[config.mk]
export PLATFORM = sky130hd
export DESIGN_NAME = gmcu_inst_encoder
export DESIGN_NICKNAME = d
export VERILOG_FILES = /design/src/rtl/gmcu_inst_encoder.sv
export SDC_FILE = /design/constraint.sdc
export NUM_CORES = 1
export LEC_CHECK = 0
export BUFFER_PORTS_ARGS = -buffer_cell sky130_fd_sc_hd__buf_2
export CAP_MARGIN = 20
export CELL_PAD_IN_SITES_DETAIL_PLACEMENT = 0
export CELL_PAD_IN_SITES_GLOBAL_PLACEMENT = 2
export CORE_MARGIN = 3
export CORE_UTILIZATION = 34
export CTS_CLUSTER_DIAMETER = 60
export DETAILED_ROUTE_END_ITERATION = 10
export GPL_ROUTABILITY_DRIVEN = 1
export PLACE_DENSITY = 0.82
export SLEW_MARGIN = 30
export SYNTH_ARGS = -nofsm -noshare
export SYNTH_HDL_FRONTEND = slang
export SYNTH_SLANG_ARGS = --single-unit
[constraint.sdc]
create_clock -name clk -period 4.97 [get_ports clk]
set_clock_uncertainty 0.2 [all_clocks]
set_input_delay 0 -clock clk [delete_from_list [all_inputs] [get_ports clk]]
set_output_delay 0 -clock clk [all_outputs]
set_load 0.02 [all_outputs]
[src/rtl/gmcu_inst_encoder.sv]
`default_nettype none
// ============================================================================
// Module   : gmcu_inst_encoder
// Purpose  : Encoder side of the GMCU bit-I/O instruction stream. Takes one
//            bit-I/O request per handshake and emits one (short form) or two
//            (long form) 16-bit instruction words over a valid/ready stream.
//            All stream outputs are registered; back-to-back requests run at
//            one word per cycle.
// Ports    : clk, rst_n                  - clock, async active-low reset
//            reqValid/reqReady           - request handshake
//            reqOp/reqAddr/reqBit/reqDst - request fields
//            instValid/instReady         - instruction word handshake
//            instWord/instLast           - word and end-of-instruction flag
//            instParity                  - even-parity bit of instWord
//            encErr                      - pulse when a reserved op is dropped
//            instCount                   - completed-instruction counter
// Options  : GMCU_ENC_PARITY_EN - when defined, instParity carries the XOR
//            of instWord; otherwise it is tied low.
// Revision : 1.0 - initial release
// ============================================================================
module gmcu_inst_encoder #(
  parameter int ADDR_W = 12,
  parameter int CNT_W  = 16
) (
  input  logic              clk,
  input  logic              rst_n,
  input  logic              reqValid,
  output logic              reqReady,
  input  logic [1:0]        reqOp,
  input  logic [ADDR_W-1:0] reqAddr,
  input  logic [2:0]        reqBit,
  input  logic [3:0]        reqDst,
  output logic              instValid,
  input  logic              instReady,
  output logic [15:0]       instWord,
  output logic              instLast,
  output logic              instParity,
  output logic              encErr,
  output logic [CNT_W-1:0]  instCount
);

  typedef enum logic [1:0] {
    S_IDLE = 2'd0,
    S_W0   = 2'd1,
    S_W1   = 2'd2
  } state_t;

  state_t            state_q, state_d;
  logic              valid_q, valid_d;
  logic [15:0]       word_q, word_d;
  logic              last_q, last_d;
  logic              ext_q, ext_d;
  logic [15:0]       word1_q, word1_d;
  logic              err_q, err_d;
  logic [CNT_W-1:0]  cnt_q, cnt_d;

  logic              addr_ext;
  logic [3:0]        opc;
  logic [15:0]       word0;
  logic [15:0]       word1;
  logic              accept;
  logic              last_taken;

  // Long form is needed whenever any address bit above the low nibble is set.
  if (ADDR_W > 4) begin : g_ext_wide
    assign addr_ext = |reqAddr[ADDR_W-1:4];
  end else begin : g_ext_narrow
    assign addr_ext = 1'b0;
  end

  always_comb begin
    opc = 4'h0;
    case (reqOp)
      2'd0:    opc = 4'hA;
      2'd1:    opc = 4'hB;
      2'd2:    opc = 4'h5;
      default: opc = 4'h0;
    endcase
  end

  assign word0 = {opc, addr_ext, reqBit, reqDst, reqAddr[3:0]};
  assign word1 = 16'(reqAddr);

  // A new request may enter when nothing is presented, or when the final
  // word of the current instruction leaves this cycle (no bubble).
  assign reqReady   = !valid_q || (instReady && last_q);
  assign accept     = reqValid && reqReady;
  assign last_taken = valid_q && instReady && last_q;

  always_comb begin
    state_d = state_q;
    valid_d = valid_q;
    word_d  = word_q;
    last_d  = last_q;
    ext_d   = ext_q;
    word1_d = word1_q;
    cnt_d   = cnt_q;
    err_d   = 1'b0;

    if (last_taken) begin
      cnt_d   = cnt_q + CNT_W'(1);
      state_d = S_IDLE;
      valid_d = 1'b0;
    end else if (valid_q && instReady && (state_q == S_W0) && ext_q) begin
      state_d = S_W1;
      word_d  = word1_q;
      last_d  = 1'b1;
    end

    // A same-cycle accept overrides the drain-to-IDLE above.
    if (accept) begin
      if (reqOp == 2'd3) begin
        err_d = 1'b1;
      end else begin
        state_d = S_W0;
        valid_d = 1'b1;
        word_d  = word0;
        last_d  = !addr_ext;
        ext_d   = addr_ext;
        word1_d = addr_ext ? word1 : 16'h0000;
      end
    end
  end

  always_ff @(posedge clk or negedge rst_n) begin
    if (!rst_n) begin
      state_q <= S_IDLE;
      valid_q <= 1'b0;
      word_q  <= 16'h0000;
      last_q  <= 1'b0;
      ext_q   <= 1'b0;
      word1_q <= 16'h0000;
      err_q   <= 1'b0;
      cnt_q   <= '0;
    end else begin
      state_q <= state_d;
      valid_q <= valid_d;
      word_q  <= word_d;
      last_q  <= last_d;
      ext_q   <= ext_d;
      word1_q <= word1_d;
      err_q   <= err_d;
      cnt_q   <= cnt_d;
    end
  end

`ifdef GMCU_ENC_PARITY_EN
  // Registered from the next word so parity always matches instWord.
  logic parity_q;
  always_ff @(posedge clk or negedge rst_n) begin
    if (!rst_n) begin
      parity_q <= 1'b0;
    end else begin
      parity_q <= ^word_d;
    end
  end
  assign instParity = parity_q;
`else
  assign instParity = 1'b0;
`endif

  assign instValid = valid_q;
  assign instWord  = word_q;
  assign instLast  = last_q;
  assign encErr    = err_q;
  assign instCount = cnt_q;

endmodule
`default_nettype wire

==> out/results.ini <==
[grt]
grt_use_total_pct=14.4
grt-ovfl-total=0
antenna_found_initial=0
grt_start_max_net_pins=51
grt_pass1_wl_um=8690
grt_pass1_vias=1810

[placement]
place_ws_ps=2790
port_buffers=60
dp.cells=350
placed_area_mm2=0.00259
dpl.hpwl_um=3450
gp_congestion=0.719

[yosys]
syn_inst=222
synth-seq-cells=50
synth_edf_count=0
synthDistinctLibCells=34
synthFlopType=dfrtp_1
seq_area_frac_synth_pct=56.2
syn_area_mm2=0.00222
yosys_warnings=0
syn_avg_cell_area_um2=10.0
syn-num-nets=253
async_flop_share_pct=100

[setup_path]
crit_required_ps=4960
path_cells=dlygate4sd3_1 > buf_2 > ha_1 > nand2b_1 > and2b_1 > nor2_1 > a22o_1
cp_slowest_cell=and2b_1
worstSetupPathType=in2reg
crit_path_end_kind=register
arrival_ps=2160
startpoint_type=primary input
cp_max_fo=23
critPathMaxStageDelay_ps=690

[cts]
cts_buffer_depth=2
cts_resized=0
clock_sinks=50
cts_tree=built
cts_root_buf=clkbuf_8
h-tree-depth=2
post_cts_buffers=0
numCtsBuffers=5
clk_latency_ps=300
clk_pin_slew_ps=90

[pwr]
power.density_mw_per_mm2=504
peakVddDrop_uv=211
power_leakage_nw=1.58

[timing]
setup_tns_ps=0
post-route-min-period_ps=2170
hold_violations=0
rsz0062_at_grt=no
relSlewSlack_pct=39.3
tightest_slew_ps=906
setup_ws_ps=2800
setup_viol=0
timing.fmax_ghz=0.461
fin_crit_sh_pct=43.7
maxSlewViolCount=0

[die]
dieArea_mm2=0.00755
io_pins=62
initial_core_util_pct=36.3
row_count=28
core-area_mm2=0.00613
die_w_um=86.9
die_h_um=86.9

[final_layout]
drive_gt1_share_pct=24.3
instances_no_fill=384
nNetsFinal=339
fin_area_mm2=0.00299
layout_common_cells=60 x buf_2, 56 x nand2_1, 50 x dfrtp_1, 26 x dlygate4sd3_1, 22 x a21oi_1
diodes=0
final_common_cell=buf_2
area_growth_pct=34.4

[routing]
drc=0
route.vias.total=1850
wl_um=5160
ant_nets=0
dr.first_iter.drc_count=82
via_per_inst=4.82
wl_per_cell_um=13.4
first_pass_iters=5

[flow_run]
max_cap_violations=0

[worst_hold_path]
hp-class=in2async

[outcome]
status=finished, final reports clean

-- registers in the layout, indices dropped and copies added (netlist names) --
name	cells
encErr	1
ext_q	1
instCount	16
instLast	1
instValid	1
instWord	16
state_q	2
word1_q	12
-- where the power goes --
part           switching [mW]  internal (mW)  total, mW
clock network           0.133          0.215      0.348
logic                   0.313          0.196      0.508
registers              0.0992          0.553      0.652
-- layout make-up --
type | count | area (um2)
tap | 75 | 93.8
timing repair buffer | 88 | 576
sequential | 50 | 1250
clock buffer | 6 | 82.6
inverter | 2 | 7.51
fill | 581 | 3140
clock inverter | 2 | 60.1
multi-input combinational | 161 | 920
-- critical path: cells and delay by family --
family | cells | cell delay, ps
AOI/OAI and AO/OA | 1 | 230
adders and majority gates | 1 | 200
buffers and inverters | 2 | 680
and+or+nand+nor | 3 | 1050
-- cells in the mapped netlist (all sizes together), types with 2 or more instances --
cell type | instances | area share, %
nor2 | 18 | 3.0
and3 | 4 | 1.1
nand2b | 2 | 0.56
nor3 | 3 | 1.2
a22o | 2 | 0.79
and4 | 2 | 0.79
inv | 2 | 0.34
xnor2 | 9 | 3.5
xor2 | 6 | 2.4
nand4 | 2 | 0.56
buf | 8 | 1.9
o21ai | 6 | 1.3
nor4 | 3 | 1.5
nand2 | 56 | 9.4
dfrtp | 50 | 56
ha | 6 | 3.4
nand3 | 8 | 2.4
a21oi | 22 | 4.9
a21o | 2 | 0.67
-- what timing repair did --
item | CTS | global route
setup endpoints to repair | 0 | 0
hold endpoints to repair | 83 | 0
hold buffers | 26 | 0
-- per-layer routing --
metal	routed length, um	GRT usage (%)	part of all wire (%)	vias to the layer above
met3	270	3.41	5.2	4
met5	0	0	0	-
met2	2410	22.5	47	49
met4	58	4.25	1.1	0
li1	-	-	-	912
met1	2410	19.8	47	885
-- cells by family after synthesis --
family / synth area share, %
simple gates: 22.9
flops: 56.2
compound gates: 8.94
xor+xnor: 5.91
buf+inv: 2.42
fa+ha+maj: 3.37
other cells: 0.169
-- worst paths after layout --
check                               from             to  slack [ps]  cells after the start
setup reg to reg               instValid   instWord[14]        2810                      4
max in group asynchronous          rst_n       instLast        4000                      3
hold reg to reg            instCount[15]  instCount[15]         270                      1
setup / recovery                reqOp[0]   instWord[14]        2800                      7
min in group clk              reqAddr[9]     word1_q[9]         250                      4
hold / removal                     rst_n  instCount[10]         130                      3
-- stage by stage --
step / utilization, % / power (mW) / hold WS (ps)
finish: 48.8 / 1.51 / 128
global route: 48.8 / 1.61 / 217
detailed placement: 42.2 / 1.16 / -40.8
floorplan: - / 0.980 / -496
global placement: 42.2 / 1.15 / -47.4
CTS: 48.8 / 1.53 / 162
(Power assumes the default switching activity.)
